`src/rtl/mem_arbiter_pkg.sv`:
```
// ---------------------------------------------------------------------------
// mem_arbiter_pkg
// Shared definitions for the data-memory arbiter that sits between the
// EX_MEM pipeline register (CPU port), the program/data loader (DMA port)
// and DataMemory.
//   arbState_t         : arbiter FSM encoding (READY = 0, ACK = 1)
//   STARVE_MAX_DEFAULT : default limit of consecutive CPU wins over a
//                        pending DMA request
//   DBG_CNT_W          : width of the debug view of the starvation counter
// ---------------------------------------------------------------------------
package mem_arbiter_pkg;

    typedef enum logic {
        READY = 1'b0,
        ACK   = 1'b1
    } arbState_t;

    localparam int STARVE_MAX_DEFAULT = 4;
    localparam int DBG_CNT_W          = 8;

endpackage

```
`src/rtl/mem_arbiter_if.sv`:
```
// ---------------------------------------------------------------------------
// mem_arbiter_if
// Bundles the CPU, DMA and memory-side signals of the arbiter.
//   CPU : cpu_req, cpu_we, cpu_addr, cpu_wdata -> ; <- cpu_rdata, cpu_stall
//   DMA : dma_req, dma_we, dma_addr, dma_wdata -> ; <- dma_rdata, dma_ack
//   MEM : <- mem_addr, mem_wdata, mem_rd, mem_wr ; mem_rdata ->
// Modports:
//   slave  : the arbiter's view (requests and mem_rdata in)
//   master : the surrounding pipeline / loader / memory view
//
// Handshake: the CPU request is a level (cpu_req) and is served in the same
// cycle unless cpu_stall=1, in which case it must be held. The DMA request is
// held until dma_ack; dma_ack is a one-cycle pulse the cycle after the access.
// A DMA request dropped before its access is simply discarded.
// ---------------------------------------------------------------------------
interface mem_arbiter_if #(
    parameter int AW = 32
);
    logic          cpu_req;
    logic          cpu_we;
    logic [AW-1:0] cpu_addr;
    logic [31:0]   cpu_wdata;
    logic [31:0]   cpu_rdata;
    logic          cpu_stall;

    logic          dma_req;
    logic          dma_we;
    logic [AW-1:0] dma_addr;
    logic [31:0]   dma_wdata;
    logic [31:0]   dma_rdata;
    logic          dma_ack;

    logic [AW-1:0] mem_addr;
    logic [31:0]   mem_wdata;
    logic          mem_rd;
    logic          mem_wr;
    logic [31:0]   mem_rdata;

    modport slave (
        input  cpu_req, cpu_we, cpu_addr, cpu_wdata,
        output cpu_rdata, cpu_stall,
        input  dma_req, dma_we, dma_addr, dma_wdata,
        output dma_rdata, dma_ack,
        output mem_addr, mem_wdata, mem_rd, mem_wr,
        input  mem_rdata
    );

    modport master (
        output cpu_req, cpu_we, cpu_addr, cpu_wdata,
        input  cpu_rdata, cpu_stall,
        output dma_req, dma_we, dma_addr, dma_wdata,
        input  dma_rdata, dma_ack,
        input  mem_addr, mem_wdata, mem_rd, mem_wr,
        output mem_rdata
    );

endinterface

```
`src/rtl/mem_arbiter.sv`:
```
// ---------------------------------------------------------------------------
// mem_arbiter
// Single-port data-memory arbiter between the CPU MEM stage and a loader.
// One owner per cycle is resolved combinationally. The CPU has priority but
// may only beat a pending DMA request STARVE_MAX times in a row; the DMA
// access is then forced and the CPU is stalled for that cycle.
// Ports:
//   clk, reset   : clock, asynchronous active-high reset
//   bus          : mem_arbiter_if.slave (CPU, DMA and memory signals)
//   dbgState     : current FSM state
//   dbgStarveCnt : current starvation count (zero-extended)
// The bus interface must be instantiated with the same AW as this module.
// ---------------------------------------------------------------------------
module mem_arbiter
    import mem_arbiter_pkg::*;
#(
    parameter int STARVE_MAX = STARVE_MAX_DEFAULT,
    parameter int AW         = 32
) (
    input  logic                 clk,
    input  logic                 reset,
    mem_arbiter_if.slave         bus,
    output arbState_t            dbgState,
    output logic [DBG_CNT_W-1:0] dbgStarveCnt
);

    localparam int CW = $clog2(STARVE_MAX + 1);

    arbState_t     state, stateNext;
    logic [CW-1:0] starveCnt, starveNext;
    logic          ackReg;
    logic [31:0]   rdataReg;

    logic dmaEligible;
    logic cpuGrant;
    logic dmaGrant;

    // Ownership and memory-port mux
    always_comb begin
        dmaEligible = bus.dma_req && (state == READY);
        cpuGrant    = bus.cpu_req && (!dmaEligible || (starveCnt < CW'(STARVE_MAX)));
        dmaGrant    = dmaEligible && !cpuGrant;

        bus.mem_addr  = {AW{1'b0}};
        bus.mem_wdata = 32'h0;
        bus.mem_rd    = 1'b0;
        bus.mem_wr    = 1'b0;
        if (cpuGrant) begin
            bus.mem_addr  = bus.cpu_addr;
            bus.mem_wdata = bus.cpu_wdata;
            bus.mem_wr    = bus.cpu_we;
            bus.mem_rd    = !bus.cpu_we;
        end else if (dmaGrant) begin
            bus.mem_addr  = bus.dma_addr;
            bus.mem_wdata = bus.dma_wdata;
            bus.mem_wr    = bus.dma_we;
            bus.mem_rd    = !bus.dma_we;
        end

        bus.cpu_stall = bus.cpu_req && dmaGrant;
        bus.cpu_rdata = bus.mem_rdata;
    end

    // Next state and starvation bookkeeping
    always_comb begin
        stateNext  = state;
        starveNext = starveCnt;

        case (state)
            READY:   if (dmaGrant) stateNext = ACK;
            ACK:     stateNext = READY;  // ack cycle never re-issues
            default: stateNext = READY;
        endcase

        // The counter only measures an uninterrupted run of CPU wins while
        // DMA is actually waiting; anything else restarts it.
        if (dmaGrant || !dmaEligible) begin
            starveNext = '0;
        end else if (cpuGrant && (starveCnt < CW'(STARVE_MAX))) begin
            starveNext = starveCnt + 1'b1;
        end
    end

    always_ff @(posedge clk or posedge reset) begin
        if (reset) begin
            state     <= READY;
            starveCnt <= '0;
            ackReg    <= 1'b0;
            rdataReg  <= 32'h0;
        end else begin
            state     <= stateNext;
            starveCnt <= starveNext;
            ackReg    <= dmaGrant;
            if (dmaGrant && !bus.dma_we) begin
                rdataReg <= bus.mem_rdata;
            end
        end
    end

    assign bus.dma_ack   = ackReg;
    assign bus.dma_rdata = rdataReg;
    assign dbgState      = state;
    assign dbgStarveCnt  = DBG_CNT_W'(starveCnt);

endmodule

```
`src/flat_wrapper.sv`:
```
// flat-port wrapper written by rule: the top's interface ports become plain ports
module mem_arbiter_flat import mem_arbiter_pkg::*;
#(
    parameter int STARVE_MAX = STARVE_MAX_DEFAULT,
    parameter int AW         = 32
)
  (clk, reset, dbgState, dbgStarveCnt, bus_cpu_req, bus_cpu_we, bus_cpu_addr, bus_cpu_wdata, bus_cpu_rdata, bus_cpu_stall, bus_dma_req, bus_dma_we, bus_dma_addr, bus_dma_wdata, bus_dma_rdata, bus_dma_ack, bus_mem_addr, bus_mem_wdata, bus_mem_rd, bus_mem_wr, bus_mem_rdata);
  mem_arbiter_if #(.AW(AW)) bus_i ();
  input  logic clk;
  input  logic reset;
  output arbState_t dbgState;
  output logic [DBG_CNT_W-1:0] dbgStarveCnt;
  input wire logic [$bits(bus_i.cpu_req)-1:0] bus_cpu_req;
  input wire logic [$bits(bus_i.cpu_we)-1:0] bus_cpu_we;
  input wire logic [$bits(bus_i.cpu_addr)-1:0] bus_cpu_addr;
  input wire logic [$bits(bus_i.cpu_wdata)-1:0] bus_cpu_wdata;
  output wire logic [$bits(bus_i.cpu_rdata)-1:0] bus_cpu_rdata;
  output wire logic [$bits(bus_i.cpu_stall)-1:0] bus_cpu_stall;
  input wire logic [$bits(bus_i.dma_req)-1:0] bus_dma_req;
  input wire logic [$bits(bus_i.dma_we)-1:0] bus_dma_we;
  input wire logic [$bits(bus_i.dma_addr)-1:0] bus_dma_addr;
  input wire logic [$bits(bus_i.dma_wdata)-1:0] bus_dma_wdata;
  output wire logic [$bits(bus_i.dma_rdata)-1:0] bus_dma_rdata;
  output wire logic [$bits(bus_i.dma_ack)-1:0] bus_dma_ack;
  output wire logic [$bits(bus_i.mem_addr)-1:0] bus_mem_addr;
  output wire logic [$bits(bus_i.mem_wdata)-1:0] bus_mem_wdata;
  output wire logic [$bits(bus_i.mem_rd)-1:0] bus_mem_rd;
  output wire logic [$bits(bus_i.mem_wr)-1:0] bus_mem_wr;
  input wire logic [$bits(bus_i.mem_rdata)-1:0] bus_mem_rdata;
  assign bus_i.cpu_req = bus_cpu_req;
  assign bus_i.cpu_we = bus_cpu_we;
  assign bus_i.cpu_addr = bus_cpu_addr;
  assign bus_i.cpu_wdata = bus_cpu_wdata;
  assign bus_cpu_rdata = bus_i.cpu_rdata;
  assign bus_cpu_stall = bus_i.cpu_stall;
  assign bus_i.dma_req = bus_dma_req;
  assign bus_i.dma_we = bus_dma_we;
  assign bus_i.dma_addr = bus_dma_addr;
  assign bus_i.dma_wdata = bus_dma_wdata;
  assign bus_dma_rdata = bus_i.dma_rdata;
  assign bus_dma_ack = bus_i.dma_ack;
  assign bus_mem_addr = bus_i.mem_addr;
  assign bus_mem_wdata = bus_i.mem_wdata;
  assign bus_mem_rd = bus_i.mem_rd;
  assign bus_mem_wr = bus_i.mem_wr;
  assign bus_i.mem_rdata = bus_mem_rdata;
  mem_arbiter #(.STARVE_MAX(STARVE_MAX), .AW(AW)) u_core (.clk(clk), .reset(reset), .bus(bus_i), .dbgState(dbgState), .dbgStarveCnt(dbgStarveCnt));
endmodule
```
`config.mk`:
```
export PLATFORM = sky130hd
export DESIGN_NAME = mem_arbiter_flat
export DESIGN_NICKNAME = d
export VERILOG_FILES = /design/src/rtl/mem_arbiter_pkg.sv /design/src/rtl/mem_arbiter_if.sv /design/src/rtl/mem_arbiter.sv /design/src/flat_wrapper.sv
export SDC_FILE = /design/constraint.sdc
export NUM_CORES = 1
export LEC_CHECK = 0
export BUFFER_PORTS_ARGS = -buffer_cell sky130_fd_sc_hd__buf_2
export CORE_AREA = 5 5 115 117
export CTS_CLUSTER_DIAMETER = 100
export DETAILED_ROUTE_END_ITERATION = 8
export DIE_AREA = 0 0 120 122
export HOLD_SLACK_MARGIN = 0.06
export SYNTH_ARGS = -nofsm -noshare
export SYNTH_HDL_FRONTEND = slang
export SYNTH_SLANG_ARGS = --single-unit
```
`constraint.sdc`:
```
create_clock -name clk -period 2.3 [get_ports clk]
set_clock_uncertainty 0.05 [all_clocks]
set_input_delay 0.115 -clock clk [delete_from_list [all_inputs] [get_ports clk]]
set_output_delay 0.115 -clock clk [all_outputs]
set_load 0.02 [all_outputs]
```
* Word-level counts from Yosys, hierarchy flattened
Cells that the tools add are included.
** Operators by class
- Add/subtract/negate cells :: 1
- Magnitude comparators :: 1
- Multiplexer cells :: 12
- Bitwise gates (word level) :: 1
- Reductions and logical operators :: 13
** Operator list (count)
- 2-to-1 mux 32 bit :: 4
- logical AND 1 bit :: 6
- 2-to-1 mux 3 bit :: 2
- 2-to-1 mux 1 bit :: 5
- logical NOT 1 bit :: 4
- adder 3 x 1 -> 3 bit, second input constant :: 1
- < comparator 3 bit, second input constant :: 1
- logical OR 1 bit :: 2
- case mux 1 bit (2 select lines) :: 1
- nonzero test 2 bit :: 1
- inverter 1 bit :: 1
** Word-level totals
- Register bits after elaboration :: 37
- Input bits :: 166
- Output and inout bits :: 141

* Depth between registers and ports, before layout
- Depth in word-level cells :: 9
- Mapped depth :: 5

* Worst setup path before layout
OpenSTA, ideal clock, no wires.
- Path type :: reg2out
- From :: register u_core.state (netlist: u_core.dbgState)
- To :: output bus_mem_addr[0]
- Arrival :: 1457 ps
- Path slack :: 678 ps
- Stages on the path, launching flop included :: 6
- Path buffers :: 2
- Cells stage by stage :: dfrtp_1 -> nand2b_1 -> nor2_1 -> buf_2 -> buf_2 -> a22o_1
** Between the ends
- Word-level cells in the longest chain between the ends :: 9
** Ends and longest elaborated chain
- start: declaration :: line mem_arbiter.sv:29 : arbState_t state, stateNext;
- start signal: assignment :: line mem_arbiter.sv:91 : state <= stateNext;
- inverter 1 bit * :: line mem_arbiter.sv:40 : dmaEligible = bus.dma_req && (state == READY);
- logical AND 1 bit * :: line mem_arbiter.sv:40
- logical NOT 1 bit :: line mem_arbiter.sv:41 : cpuGrant = bus.cpu_req && (!dmaEligible || (starveCnt < CW'(STARVE_MAX)));
- logical OR 1 bit :: line mem_arbiter.sv:41
- logical AND 1 bit :: line mem_arbiter.sv:41
- logical NOT 1 bit :: line mem_arbiter.sv:42 : dmaGrant = dmaEligible && !cpuGrant;
- logical AND 1 bit :: line mem_arbiter.sv:42
- 2-to-1 mux 32 bit :: line mem_arbiter.sv:53 : end else if (dmaGrant) begin
- 2-to-1 mux 32 bit * :: line mem_arbiter.sv:48 : if (cpuGrant) begin
- end: declaration :: line flat_wrapper.sv:25 : output wire logic [$bits(bus_i.mem_addr)-1:0] bus_mem_addr;
Mark *: on every way between the ends. The rest lies on a longest branch, timed or not.

* Worst setup path after layout
- From :: register u_core.state (netlist: u_core.dbgState)
- To :: output bus_mem_wdata[21]
** Between the ends
- Word-level cells in the longest chain between the ends :: 9
** Ends and longest elaborated chain
- inverter 1 bit * :: line mem_arbiter.sv:40
- logical AND 1 bit * :: line mem_arbiter.sv:40
- logical NOT 1 bit :: line mem_arbiter.sv:41
- logical OR 1 bit :: line mem_arbiter.sv:41
- logical AND 1 bit :: line mem_arbiter.sv:41
- logical NOT 1 bit :: line mem_arbiter.sv:42
- logical AND 1 bit :: line mem_arbiter.sv:42
- 2-to-1 mux 32 bit :: line mem_arbiter.sv:53
- 2-to-1 mux 32 bit * :: line mem_arbiter.sv:48
- end: declaration :: line flat_wrapper.sv:26 : output wire logic [$bits(bus_i.mem_wdata)-1:0] bus_mem_wdata;
Marked as above.

==> out/qor.csv <==
stage,metric,value,unit
grt,grt_use_total,12.55,%
hold_path,hp-class,input port to flop,
clocking,cts_tree,built,
drt,antenna_left,0,
finish,final_common_cell,buf_2,
grt,grt_use_met2,23.25,%
clocking,cts-resized-gates,0,
critical_path,endpoint_kind,output port,
critical_path,start_kind,flop,
die,dieArea,0.01464,mm²
die,ios,307,
clocking,insertion_delay,270,ps
drt,viasPerCell,4.402,
die,die_x,120,µm
critical_path,rrSetupSlack,590,ps
grt,antenna_found_initial,1,
die,die_h,122,µm
clocking,clk_pin_slew,50,ps
sta,hold_viol_final,0,
critical_path,cp_max_fo,64,
clocking,numCtsBuffers,5,
clocking,postCtsSetupBuffers,0,
finish,diodes,0,
synth,synth_seq_cells,37,
sta,slew_viol_final,0,
critical_path,critPathRequiredTime,2130,ps
die,rows,41,
grt,global_route.usage.met1,13.29,%
sta,relSlewSlack,58.18,%
grt,grt_pass1_wl,14940,µm
drt,drc,0,
finish,drive_gt1_share,69.26,%
grt,busiest_layer,met2,
drt,drt-initial-drc-count,154,
synth,avgSynthCellArea,11.40,µm²
grt,grt_pass1_vias,2896,
placed_design,dp.cells,610,
pwr,power.leakage,0.002429,µW
sta,final.setup.tns,0,ps
finish,final_area,0.004233,mm²
finish,final_cell_mix,"buf_2 (301), a22o_1 (65), dfrtp_1 (37), dlygate4sd3_1 (33), mux2_2 (30)",
grt,use_met3,5.014,%
sta,max_freq,0.4796,GHz
critical_path,endpoint,bus_mem_wdata[21],
finish,fin_cells,651,
clocking,root_buffer,clkbuf_16,
clocking,h-tree-depth,2,
placed_design,place_ws,518.0,ps
sta,whs,178.8,ps
critical_path,timing.rr.end,u_core.bus.dma_rdata[1],
clocking,postCtsHoldBufs,33,
critical_path,arrival,1920,ps
sta,post-route-period-util,90.65,%
finish,finalNetCount,667,
pwr,powerDensity,620.4,mW/mm²
critical_path,worst_r2r_path_depth,4,
grt,grt.overflow.total,0,
pwr,vdd_drop_max,360.1,µV
placed_design,dp_hpwl,8211,µm
run_status,status,finished clean,
placed_design,place_congestion,0.7736,
drt,drt_wl_total,10370,µm
clocking,clockBufferDepth,2,
critical_path,crit_type,flop to output port,
sta,setup_viol_count_final,0,
grt,grt_max_degree,67,
die,core_area,0.01226,mm²
clocking,clock-sinks,37,
synth,synth-warning-count,0,
sta,final.min_clock_period,2085,ps
critical_path,rr_startpoint,u_core.dbgState,
sta,layout_setup_ws,215.1,ps
drt,avgRoutedWirePerCell,15.93,µm
synth,ys_seq_area_share,39.64,%
sta,rsz0062_at_grt,false,
sta,tightestPinTransition,627.2,ps
synth,ys_types,19,
finish,area_growth,81.20,%
placed_design,io_buffers,301,
job,maxCapViolCount,0,
synth,syn_inst,205,
drt,dr.pass1.iters,4,
critical_path,crit_start,u_core.dbgState,
die,start_util,19.05,%
drt,vias,2866,
synth,synthesis.area,0.002336,mm²
placed_design,placed_cell_area,0.003741,mm²
-- worst max-delay path, cell delays in order, from the launching register on --
cell      delay, ps
dfrtp_1         350
nor2b_1         100
a21boi_4        190
buf_4           520
a22o_1          250
buf_2           180
-- metrics by stage --
| step | power (µW) | util [%] |
|---|---|---|
| after floorplan | 1473 | - |
| after global placement | 1860 | 30.51 |
| after detailed placement | 1875 | 30.51 |
| after CTS | 2655 | 34.52 |
| after global routing | 2764 | 34.52 |
| final | 2626 | 34.52 |
-- worst min-delay path by stage --
stage	cells past startpoint	endpoint	from
final	4	u_core.starveCnt[0]	bus_cpu_req
after global routing	4	u_core.starveCnt[0]	bus_cpu_req
after CTS	4	u_core.starveCnt[0]	bus_cpu_req
after detailed placement	2	u_core.starveCnt[2]	reset
after global placement	2	u_core.starveCnt[2]	reset
after floorplan	1	u_core.bus.dma_rdata[13]	bus_mem_rdata[13]
-- Yosys cell counts --
| master | n | area, µm² |
|---|---|---|
| a22o_1 | 65 | 569.3 |
| mux2_2 | 30 | 337.8 |
| nor2b_1 | 1 | 6.260 |
| inv_1 | 2 | 7.510 |
| conb_1 | 1 | 3.750 |
| ha_1 | 1 | 12.51 |
| mux2_1 | 2 | 22.52 |
| nand2_1 | 1 | 3.750 |
| buf_2 | 10 | 50.05 |
| nor2_1 | 3 | 11.26 |
| nor3_4 | 1 | 16.27 |
| clkbuf_1 | 4 | 15.01 |
| a21boi_1 | 1 | 7.510 |
| nand2b_1 | 1 | 6.260 |
| buf_4 | 40 | 300.3 |
| and3_1 | 3 | 18.77 |
| dfrtp_1 | 37 | 925.9 |
| nor2b_4 | 1 | 13.76 |
| a21o_1 | 1 | 7.510 |
-- report_power, final --
group	internal (µW)	leakage (µW)	switching, µW
Combinational	464	0.00190	600
Sequential	777	0.000447	62.7
Clock	464	0.0000805	258
Total	1710	0.00243	921
-- final cells by class --
class / count / area, µm²
fill: 1247 / 8028
timing repair buffer: 338 / 1879
multi-input combinational: 116 / 1071
sequential: 37 / 925.9
tap: 150 / 187.7
clock buffer: 7 / 152.6
clock inverter: 1 / 8.758
inverter: 2 / 7.507
-- cell families (layout without fill, tap and decap cells) --
logic type      count (synthesis)  count (layout)  share of synthesized area, %
compound gates                 67              67                         25.01
mux                            32              32                         15.43
flops                          37              37                         39.64
other cells                     1               5                        0.1605
buf+inv                        56             348                         15.96
simple gates                   11              11                         3.268
fa+ha+maj                       1               1                        0.5355
-- routing by layer --
metal  vias to the layer above  part of all wire (%)
met5                         -                 0.068
met4                         2                   1.3
met3                        13                    12
met2                       162                    52
met1                      1370                    35
li1                       1319                     -
-- flip-flops by register name, indices dropped and copies added (netlist names) --
register	cells
u_core.bus.dma_ack	1
u_core.bus.dma_rdata	32
u_core.dbgState	1
u_core.starveCnt	3
No activity file was read; power rests on OpenSTA's default activity.
